===== config.mk =====
export PLATFORM = sky130hd
export DESIGN_NAME = rv_mem_loader_flat
export DESIGN_NICKNAME = d
export VERILOG_FILES = /design/src/rtl/rv_mem_loader_if.sv /design/src/rtl/rv_mem_loader.sv /design/src/flat_wrapper.sv
export SDC_FILE = /design/constraint.sdc
export NUM_CORES = 1
export LEC_CHECK = 0
export ABC_AREA = 0
export CORE_ASPECT_RATIO = 0.9
export CORE_MARGIN = 1.5
export CORE_UTILIZATION = 40
export DETAILED_ROUTE_END_ITERATION = 8
export GPL_ROUTABILITY_DRIVEN = 0
export GPL_TIMING_DRIVEN = 1
export HOLD_SLACK_MARGIN = 0.05
export PLACE_DENSITY = 0.68
export REMOVE_ABC_BUFFERS = 1
export SLEW_MARGIN = 0
export SYNTH_ARGS = -nofsm -noshare
export SYNTH_HDL_FRONTEND = slang
export SYNTH_SLANG_ARGS = --single-unit

===== constraint.sdc =====
create_clock -name clk -period 3.87 [get_ports clk]
set_clock_uncertainty 0.1 [all_clocks]
set_input_delay 0.5805 -clock clk [delete_from_list [all_inputs] [get_ports clk]]
set_output_delay 0.5805 -clock clk [all_outputs]
set_load 0.05 [all_outputs]

===== src/rtl/rv_mem_loader_if.sv =====
// Byte-stream and word-write bus of the program loader.
// master: the loader (consumes bytes, drives memory writes).
// slave:  the environment (byte source and memory).
interface rv_mem_loader_if;
  logic        in_valid;
  logic [7:0]  in_data;
  logic        in_ready;
  logic        mem_we;
  logic [31:0] mem_addr;
  logic [31:0] mem_wdata;
  logic        mem_ready;

  modport master (
    input  in_valid, in_data, mem_ready,
    output in_ready, mem_we, mem_addr, mem_wdata
  );

  modport slave (
    output in_valid, in_data, mem_ready,
    input  in_ready, mem_we, mem_addr, mem_wdata
  );
endinterface


===== src/rtl/rv_mem_loader.sv =====
// Program loader: parses framed byte stream (MAGIC, addr, count, data, csum),
// writes little-endian words to memory and holds the core until the image
// is written and its checksum matches.
//
// state   | meaning
// --------+-----------------------------------------------------------
// S_IDLE  | waiting for MAGIC, other bytes discarded
// S_ADDR  | collecting 4 address bytes (LE)
// S_LEN   | collecting 4 word-count bytes (LE)
// S_DATA  | collecting 4 data bytes of the next word, summing checksum
// S_WRITE | mem_we high, bytes blocked until mem_ready
// S_CSUM  | waiting for the checksum byte
// S_DONE  | frame loaded, core released; MAGIC restarts
// S_ERROR | frame failed, core held; MAGIC restarts
module rv_mem_loader #(
  parameter logic [7:0] MAGIC       = 8'hA5,
  parameter int         TIMEOUT_CYC = 100000,
  parameter int         CNT_W       = 24
) (
  input  logic               clk,
  input  logic               rst,
  rv_mem_loader_if.master    bus,
  output logic               cpu_hold,
  output logic               done,
  output logic               error,
  output logic [1:0]         err_code,
  output logic [CNT_W-1:0]   words_written
);

  // Idle timer is a down-counter reloaded on each accepted byte; it expires
  // on the TIMEOUT_CYC-th consecutive idle cycle.
  localparam int TW = (TIMEOUT_CYC > 1) ? $clog2(TIMEOUT_CYC) : 1;
  localparam logic [TW-1:0] TLOAD = TW'((TIMEOUT_CYC > 0) ? TIMEOUT_CYC - 1 : 0);

  typedef enum logic [2:0] {
    S_IDLE, S_ADDR, S_LEN, S_DATA, S_WRITE, S_CSUM, S_DONE, S_ERROR
  } state_t;

  state_t           state;
  logic [31:0]      shreg;
  logic [CNT_W-1:0] cnt;
  logic [1:0]       idx;
  logic [7:0]       csum;
  logic [TW-1:0]    tmr;

  logic             byte_ok;
  logic             timing;
  logic             tmo;
  logic [31:0]      word_nxt;
  logic [31:0]      data_nxt;
  logic [CNT_W-1:0] ww_inc;

  // Handshake, little-endian assembly and timeout qualification.
  always_comb begin
    byte_ok  = bus.in_valid && bus.in_ready;
    timing   = (state == S_ADDR) || (state == S_LEN) ||
               (state == S_DATA) || (state == S_CSUM);
    tmo      = (TIMEOUT_CYC != 0) && timing && !byte_ok && (tmr == '0);
    word_nxt = {bus.in_data, shreg[31:8]};
    data_nxt = {bus.in_data, bus.mem_wdata[31:8]};
    ww_inc   = words_written + CNT_W'(1);
  end

  // Frame parser, write sequencer and status registers.
  always_ff @(posedge clk) begin
    if (rst) begin
      state         <= S_IDLE;
      bus.in_ready  <= 1'b1;
      bus.mem_we    <= 1'b0;
      bus.mem_addr  <= '0;
      bus.mem_wdata <= '0;
      cpu_hold      <= 1'b1;
      done          <= 1'b0;
      error         <= 1'b0;
      err_code      <= 2'd0;
      words_written <= '0;
      shreg         <= '0;
      cnt           <= '0;
      idx           <= 2'd0;
      csum          <= 8'd0;
      tmr           <= TLOAD;
    end else begin
      if (byte_ok)
        tmr <= TLOAD;
      else if (timing && tmr != '0)
        tmr <= tmr - TW'(1);

      case (state)
        S_IDLE, S_DONE, S_ERROR: begin
          if (byte_ok && bus.in_data == MAGIC) begin
            state         <= S_ADDR;
            done          <= 1'b0;
            error         <= 1'b0;
            err_code      <= 2'd0;
            words_written <= '0;
            cpu_hold      <= 1'b1;
            idx           <= 2'd0;
            csum          <= 8'd0;
          end
        end
        S_ADDR: begin
          if (byte_ok) begin
            shreg <= word_nxt;
            idx   <= idx + 2'd1;
            if (idx == 2'd3) begin
              if (word_nxt[1:0] != 2'b00) begin
                state    <= S_ERROR;
                error    <= 1'b1;
                err_code <= 2'd1;
              end else begin
                bus.mem_addr <= word_nxt;
                state        <= S_LEN;
              end
            end
          end
        end
        S_LEN: begin
          if (byte_ok) begin
            shreg <= word_nxt;
            idx   <= idx + 2'd1;
            if (idx == 2'd3) begin
              cnt   <= word_nxt[CNT_W-1:0];
              state <= (word_nxt[CNT_W-1:0] == '0) ? S_CSUM : S_DATA;
            end
          end
        end
        S_DATA: begin
          if (byte_ok) begin
            bus.mem_wdata <= data_nxt;
            csum          <= csum + bus.in_data;
            idx           <= idx + 2'd1;
            if (idx == 2'd3) begin
              state        <= S_WRITE;
              bus.mem_we   <= 1'b1;
              bus.in_ready <= 1'b0;
            end
          end
        end
        S_WRITE: begin
          if (bus.mem_ready) begin
            bus.mem_we    <= 1'b0;
            bus.in_ready  <= 1'b1;
            words_written <= ww_inc;
            bus.mem_addr  <= bus.mem_addr + 32'd4;
            state         <= (ww_inc == cnt) ? S_CSUM : S_DATA;
          end
        end
        S_CSUM: begin
          if (byte_ok) begin
            if (bus.in_data == csum) begin
              state    <= S_DONE;
              done     <= 1'b1;
              cpu_hold <= 1'b0;
            end else begin
              state    <= S_ERROR;
              error    <= 1'b1;
              err_code <= 2'd2;
            end
          end
        end
        default: state <= S_IDLE;
      endcase

      // tmo is only raised in collecting states with no byte this cycle,
      // so nothing above competes with it.
      if (tmo) begin
        state    <= S_ERROR;
        error    <= 1'b1;
        err_code <= 2'd3;
      end
    end
  end

endmodule


===== src/flat_wrapper.sv =====
// flat-port wrapper written by rule: the top's interface ports become plain ports
module rv_mem_loader_flat 
#(
  parameter logic [7:0] MAGIC       = 8'hA5,
  parameter int         TIMEOUT_CYC = 100000,
  parameter int         CNT_W       = 24
)
  (clk, rst, cpu_hold, done, error, err_code, words_written, bus_in_valid, bus_in_data, bus_mem_ready, bus_in_ready, bus_mem_we, bus_mem_addr, bus_mem_wdata);
  rv_mem_loader_if bus_i ();
  input  logic clk;
  input  logic rst;
  output logic cpu_hold;
  output logic done;
  output logic error;
  output logic [1:0] err_code;
  output logic [CNT_W-1:0] words_written;
  input wire logic [$bits(bus_i.in_valid)-1:0] bus_in_valid;
  input wire logic [$bits(bus_i.in_data)-1:0] bus_in_data;
  input wire logic [$bits(bus_i.mem_ready)-1:0] bus_mem_ready;
  output wire logic [$bits(bus_i.in_ready)-1:0] bus_in_ready;
  output wire logic [$bits(bus_i.mem_we)-1:0] bus_mem_we;
  output wire logic [$bits(bus_i.mem_addr)-1:0] bus_mem_addr;
  output wire logic [$bits(bus_i.mem_wdata)-1:0] bus_mem_wdata;
  assign bus_i.in_valid = bus_in_valid;
  assign bus_i.in_data = bus_in_data;
  assign bus_i.mem_ready = bus_mem_ready;
  assign bus_in_ready = bus_i.in_ready;
  assign bus_mem_we = bus_i.mem_we;
  assign bus_mem_addr = bus_i.mem_addr;
  assign bus_mem_wdata = bus_i.mem_wdata;
  rv_mem_loader #(.MAGIC(MAGIC), .TIMEOUT_CYC(TIMEOUT_CYC), .CNT_W(CNT_W)) u_core (.clk(clk), .rst(rst), .bus(bus_i), .cpu_hold(cpu_hold), .done(done), .error(error), .err_code(err_code), .words_written(words_written));
endmodule

==> results of run 1 <==
[cells in the mapped netlist (all sizes together) (15+ instances only)]
| cell type | count |
|---|---|
| dfxtp | 173 |
| nor3 | 31 |
| inv | 17 |
| or3 | 15 |
| nand4 | 19 |
| mux2i | 28 |
| a21oi | 156 |
| xnor2 | 37 |
| nand3 | 39 |
| clkbuf | 57 |
| nand2 | 233 |
| nor4 | 17 |
| a221oi | 15 |
| nor2 | 91 |
| o21ai | 54 |
[layout make-up]
type / instances / area, µm² / area share (%)
Sequential cell: 173 / 3460 / 32.4
Multi-Input combinational cell: 889 / 4970 / 46.5
Tap cell: 291 / 364 / 3.41
Clock inverter: 15 / 166 / 1.56
Clock buffer: 17 / 425 / 3.98
Inverter: 18 / 67.6 / 0.633
Timing Repair Buffer: 126 / 1220 / 11.4
[per-layer routing]
metal / global-route usage (%) / vias up
met5: 0 / -
li1: - / 4208
met1: 29.3 / 4040
met2: 36.3 / 286
met4: 6.10 / 0
met3: 5.88 / 42
[where the power goes]
part | leakage (nW) | internal [mW] | switching (mW) | total (mW)
sequential | 1.39 | 1.81 | 0.0322 | 1.84
combinational | 1.97 | 0.155 | 0.320 | 0.475
clock | 0.291 | 0.871 | 0.866 | 1.74
total | 3.65 | 2.83 | 1.22 | 4.05
[worst register-to-register path, cell delays in order (launching register included)]
cell      delay, ns
dfxtp_1        0.53
ha_1           0.36
nand4_1        0.20
nor2_1         0.65
nand3_1        0.27
xnor2_1        0.19
a2111o_1       0.31
or3_1          0.37
o41ai_2        0.26
[worst paths after layout]
check / from / end / slack (ns) / depth (start not counted)
worst min-delay path: u_core.done$_SDFFE_PP0P_ / u_core.done$_SDFFE_PP0P_ / 0.35 / 2
worst max register to register: u_core.words_written[0]$_SDFFE_PP0P_ / u_core.state[2]$_SDFFE_PP0P_ / 0.54 / 8
worst min register to register: u_core.done$_SDFFE_PP0P_ / u_core.done$_SDFFE_PP0P_ / 0.35 / 2
worst max-delay path: u_core.words_written[0]$_SDFFE_PP0P_ / u_core.state[2]$_SDFFE_PP0P_ / 0.54 / 8
[state kept, by name, indices dropped and copies added, names as in the netlist]
register	flops
u_core.bus.mem_we	1
u_core.csum	8
u_core.bus.mem_addr	32
u_core.bus.mem_wdata	32
u_core.err_code	2
u_core.words_written	24
u_core.bus.in_ready	1
u_core.done	1
u_core.state	3
u_core.cnt	24
u_core.idx	2
u_core.tmr	17
u_core.shreg	24
u_core.cpu_hold	1
u_core.error	1
[cell families after synthesis]
| group | Yosys count |
|---|---|
| mux | 29 |
| fa+ha+maj | 13 |
| simple gates | 503 |
| compound gates | 295 |
| xor+xnor | 49 |
| buf+inv | 89 |
| flops | 173 |
[placed cells by master (no fill, tap or decap), types with 8 or more instances in the layout]
master / instances
a211oi_1: 11
a21oi_1: 156
a221oi_1: 15
a31oi_1: 9
and3_1: 9
buf_4: 20
clkbuf_16: 17
clkdlybuf4s50_1: 105
dfxtp_1: 173
ha_1: 12
inv_1: 17
mux2i_1: 28
nand2_1: 232
nand2b_1: 11
nand3_1: 39
nand4_1: 16
nor2_1: 89
nor3_1: 29
nor4_1: 17
o21ai_0: 54
o22ai_1: 8
or3_1: 14
xnor2_1: 37
xor2_1: 12
[stage by stage]
stage | hold WS [ns] | TNS (ns)
4_1_cts | 0.350 | 0
6_report | 0.347 | 0
3_3_place_gp | 0.343 | 0
3_5_place_dp | 0.337 | 0
2_1_floorplan | 0.339 | -3.19
5_1_grt | 0.368 | 0
==> impl_metrics.py, run 1 <==
metrics = {
    "synthesis": {
        "synth_largest_area_cell": "dfxtp_1",
        "synth_mux_area_share_pct": 3.29,
        "yosys_warnings": 0,
        "synth_top_family_by_area": "simple AND/OR/NAND/NOR gates",
        "synth_edf_count": 0,
        "syn_area_per_cell_um2": 7.69,
        "netlist_area_mm2": 0.00885,
        "async_flop_share_pct": 0,
        "synth-simple-area-share_pct": 26.4,
        "synthXorXnorAreaFrac_pct": 4.85,
        "synth_cell_types": 69,
        "synthCells": 1151,
        "synth_area_leaders": "dfxtp_1, nand2_1, a21oi_1, nor2_1, xnor2_1",
        "yosysSeqAreaShare_pct": 39.1,
        "synth_fa_ha_area_share_pct": 1.92,
        "synth_top_flop_cell": "dfxtp_1",
        "synth_compound_area_share_pct": 19.6,
        "synth-seq-cells": 173,
        "synth.top_cell.area_share_pct": 39.1,
    },
    "sta": {
        "setup_violations": 0,
        "fin_crit_sh_pct": 86.0,
        "worst_slew_pin_slew_ns": 0.832,
        "hold_viol_final": 0,
        "grt_setup_unrepaired": "false",
        "max_freq_ghz": 0.300,
        "fin_ws_ns": 0.541,
        "slew_viol_final": 0,
        "period_needed_ns": 3.33,
        "slew_headroom_pct": 44.4,
    },
    "power_and_ir_drop": {
        "vdd_drop_max_uv": 312,
        "p_per_area_mw_per_mm2": 380,
        "power.leakage_nw": 3.65,
        "totalPowerFinal_mw": 4.05,
    },
    "drt": {
        "m1WireLength_um": 11600,
        "top_layer_used": "met4",
        "ant_nets": 0,
        "wl_met2_um": 11600,
        "route.detailed.drc": 0,
        "met3WireLength_um": 1890,
        "vias_per_cell": 5.61,
        "routed_wirelength_um": 25500,
        "wire_per_inst_um": 16.7,
        "vias": 8576,
        "firstDrtPassIters": 7,
        "initialDrtViolationCount": 732,
    },
    "grt": {
        "overflow": 0,
        "grt_pass1_wl_um": 41600,
        "grt_max_degree": 54,
        "antenna_found_initial": 0,
        "grt_use_total_pct": 22.3,
        "grt_pass1_vias": 8016,
    },
    "layout": {
        "syn_to_final_growth_pct": 20.6,
        "final_cells": 1529,
        "final_nets": 1250,
        "fin_util_pct": 49.2,
        "final_area_mm2": 0.0107,
        "antenna_cells": 0,
        "n_fill_cell": 2141,
        "drive_above_1_share_pct": 5.90,
    },
    "clock_tree": {
        "cts_tree": "built",
        "clock_latency_ns": 0.44,
        "cts_setup_buffers": 0,
        "clk_path_buf_depth": 2,
        "ctsHtreeMaxLevel": 4,
        "cts-root-buf": "clkbuf_16",
        "clk_pin_slew_worst_paths_ns": 0.07,
        "cts_resized": 0,
        "cts_buffers": 17,
        "hold_buffers": 0,
        "clock-sinks": 173,
    },
    "place": {
        "placed_cell_area_mm2": 0.0101,
        "dp_cells": 1497,
        "place_ws_ns": 0.612,
        "port_buffers": 106,
        "dp_hpwl_um": 17800,
    },
    "die": {
        "start_util_pct": 40.8,
        "pin_count": 107,
        "die_w_um": 160,
        "row_count": 51,
        "die-area_mm2": 0.0230,
        "coreArea_mm2": 0.0217,
        "die-height_um": 144,
    },
    "setup_path": {
        "crit_family": "simple AND/OR/NAND/NOR gates",
        "worst_ep_required_time_ns": 4.12,
        "critPathBufInv": 0,
        "end_kind": "register",
        "criticalPathCategory": "reg2reg",
        "path_cells": "ha_1, nand4_1, nor2_1, nand3_1, xnor2_1, a2111o_1, or3_1, o41ai_2",
        "slowest_delay_ns": 0.65,
        "crit_fanout": 11,
        "arrival_ns": 3.58,
        "crit_path_start_kind": "register",
        "critPathSlowestCell": "nor2_1",
    },
    "worst_hold_path": {
        "min_path_type": "reg2reg",
    },
    "run": {
        "drv_cap": 0,
    },
    "outcome": {
        "outcome": "completed",
    },
}
(Power assumes the default switching activity.)
==> run 2: changes to the inputs <==
==> constraint.sdc (replaced) <==
create_clock -name clk -period 3.87 [get_ports clk]
set_clock_uncertainty 0.1 [all_clocks]
set_input_delay 0.5805 -clock clk [delete_from_list [all_inputs] [get_ports clk]]
set_output_delay 0.5805 -clock clk [all_outputs]
set_load 0.02 [all_outputs]
==> results of run 2 <==
Same layout as run 1 (identical final DEF). Status: completed.
Main changes from that run: total power 4.05 mW -> 4.03 mW
==> run 3: changes to the inputs <==
--- a/config.mk
+++ b/config.mk
@@ -9,11 +9,11 @@
 export CORE_ASPECT_RATIO = 0.9
 export CORE_MARGIN = 1.5
 export CORE_UTILIZATION = 40
+export CTS_BUF_LIST = sky130_fd_sc_hd__clkbuf_8
 export DETAILED_ROUTE_END_ITERATION = 8
 export GPL_ROUTABILITY_DRIVEN = 0
 export GPL_TIMING_DRIVEN = 1
 export HOLD_SLACK_MARGIN = 0.05
-export PLACE_DENSITY = 0.68
 export REMOVE_ABC_BUFFERS = 1
 export SLEW_MARGIN = 0
 export SYNTH_ARGS = -nofsm -noshare
==> run 3 against run 2 <==
Compared with the run above: design area down 1.9%; final cell count stayed put; first-iteration DRC count shrank 8.6%; register-to-register slack better by 0.03 ns; die area did not move; sequential share of layout area up 0.63 points; utilization down 0.94 points; critical endpoint unchanged; highest routed layer unchanged.
==> impl_metrics.py, run 3 (synthesized netlist as in run 1, its figures left out) <==
metrics = {
    "run": {
        "drv_cap": 0,
    },
    "die": {
        "die_w_um": 160,
        "coreArea_mm2": 0.0217,
        "die-area_mm2": 0.0230,
        "row_count": 51,
        "pin_count": 107,
        "die-height_um": 144,
        "start_util_pct": 40.8,
    },
    "power_and_ir_drop": {
        "vdd_drop_max_uv": 211,
        "p_sw_share_pct": 31.8,
        "p_switching_mw": 1.14,
        "power.leakage_nw": 3.56,
        "pwr-share-clk_pct": 36.0,
        "combPwrFrac_pct": 12.5,
        "p_per_area_mw_per_mm2": 343,
        "pwr-share-seq_pct": 51.4,
        "p_int_mw": 2.45,
    },
    "sta": {
        "max_freq_ghz": 0.304,
        "worst_slew_pin_slew_ns": 0.883,
        "grt_setup_unrepaired": "false",
        "slew_headroom_pct": 40.9,
        "fin_crit_sh_pct": 85.1,
        "setup_violations": 0,
        "hold_viol_final": 0,
        "period_needed_ns": 3.29,
        "slew_viol_final": 0,
        "hold_ws_ns": 0.362,
    },
    "drt": {
        "vias_per_cell": 5.55,
        "routed_wirelength_um": 26200,
        "firstDrtPassIters": 6,
        "ant_nets": 0,
        "route.detailed.drc": 0,
        "initialDrtViolationCount": 669,
        "vias": 8484,
        "wire_per_inst_um": 17.1,
    },
    "layout": {
        "antenna_cells": 0,
        "fin_util_pct": 48.3,
        "final_common_cell": "nand2_1",
        "final_nets": 1250,
        "n_fill_cell": 2184,
        "reg.largest.list": "u_core.bus.mem_addr (32), u_core.bus.mem_wdata (32)",
        "drive_above_1_share_pct": 5.90,
        "syn_to_final_growth_pct": 18.3,
        "layout_common_cells": "nand2_1, dfxtp_1, a21oi_1, clkdlybuf4s50_1, nor2_1",
    },
    "setup_path": {
        "arrival_ns": 3.57,
        "r2r_setup_slack_ns": 0.58,
        "slowest_delay_ns": 0.62,
        "path_cells": "ha_1, nand4_1, nor2_1, nand3_1, xnor2_1, a2111o_1, or3_1, o41ai_2",
        "crit_family": "simple AND/OR/NAND/NOR gates",
        "crit_path_start_kind": "register",
        "critPathBufInv": 0,
        "end_kind": "register",
        "critPathSlowestCell": "nor2_1",
        "criticalPathCategory": "reg2reg",
        "crit_fanout": 11,
        "worst_ep_required_time_ns": 4.15,
    },
    "clock_tree": {
        "clk_path_buf_depth": 2,
        "hold_buffers": 0,
        "cts_setup_buffers": 0,
        "cts_buffers": 17,
        "clk_pin_slew_worst_paths_ns": 0.11,
        "ctsHtreeMaxLevel": 4,
        "cts_tree": "built",
        "cts-root-buf": "clkbuf_8",
        "clock-sinks": 173,
        "cts_resized": 0,
        "clock_latency_ns": 0.47,
    },
    "grt": {
        "grt_pass1_vias": 7802,
        "grt_use_total_pct": 22.7,
        "grt_max_degree": 78,
        "grt_pass1_wl_um": 41800,
        "overflow": 0,
        "antenna_found_initial": 0,
    },
    "outcome": {
        "outcome": "completed",
    },
    "place": {
        "dp_hpwl_um": 18100,
        "port_buffers": 106,
    },
    "worst_hold_path": {
        "min_path_type": "reg2reg",
    },
}
## run 3: final timing paths
| path | end | startpoint | cells past startpoint |
|---|---|---|---|
| setup / recovery | u_core.state[2]$_SDFFE_PP0P_ | u_core.words_written[0]$_SDFFE_PP0P_ | 8 |
| hold / removal | u_core.done$_SDFFE_PP0P_ | u_core.done$_SDFFE_PP0P_ | 2 |
| setup reg to reg | u_core.state[2]$_SDFFE_PP0P_ | u_core.words_written[0]$_SDFFE_PP0P_ | 8 |
| hold reg to reg | u_core.done$_SDFFE_PP0P_ | u_core.done$_SDFFE_PP0P_ | 2 |
## run 3: routing by layer
| metal | up-vias | track usage, % | part of all wire, % |
|---|---|---|---|
| li1 | 4219 | - | - |
| met1 | 3990 | 30.2 | 47 |
| met2 | 244 | 37.1 | 45 |
| met3 | 31 | 5.16 | 6.7 |
| met4 | 0 | 6.15 | 1.6 |
| met5 | - | 0 | 0 |
## run 3: worst min-delay path: cells and delay by family, from the launching register on
| kind | cells | cell delay, ns |
|---|---|---|
| flops | 1 | 0.33 |
| buf+inv | 1 | 0.05 |
| compound gates | 1 | 0.05 |
## run 3: cell type report
type                       count  area [µm²]  area share, %
timing repair buffer         126        1210           11.5
clock buffer                  17         234           2.23
sequential                   173        3460           33.1
inverter                      18        67.6          0.645
tap                          291         364           3.48
multi-input combinational    889        4970           47.4
clock inverter                15         166           1.59
## run 3: power groups by stage
stage | Sequential, mW | Combinational [mW] | Clock, mW
2_1_floorplan | 1.90 | 0.237 | 0
3_3_place_gp | 1.89 | 0.440 | 0
3_5_place_dp | 1.89 | 0.442 | 0
4_1_cts | 1.85 | 0.445 | 1.33
5_1_grt | 1.86 | 0.497 | 1.39
6_report | 1.85 | 0.450 | 1.30
## run 3: through the flow
step           power, mW  instance area, µm²  TNS, ns  setup WS (ns)  std cells
2_1_floorplan       2.13                8490    -3.13         -0.186       1080
3_3_place_gp        2.33               10100        0          0.705       1497
3_5_place_dp        2.33               10100        0          0.636       1497
4_1_cts             3.63               10500        0          0.602       1529
5_1_grt             3.75               10500        0          0.257       1529
6_report            3.60               10500        0          0.576       1529
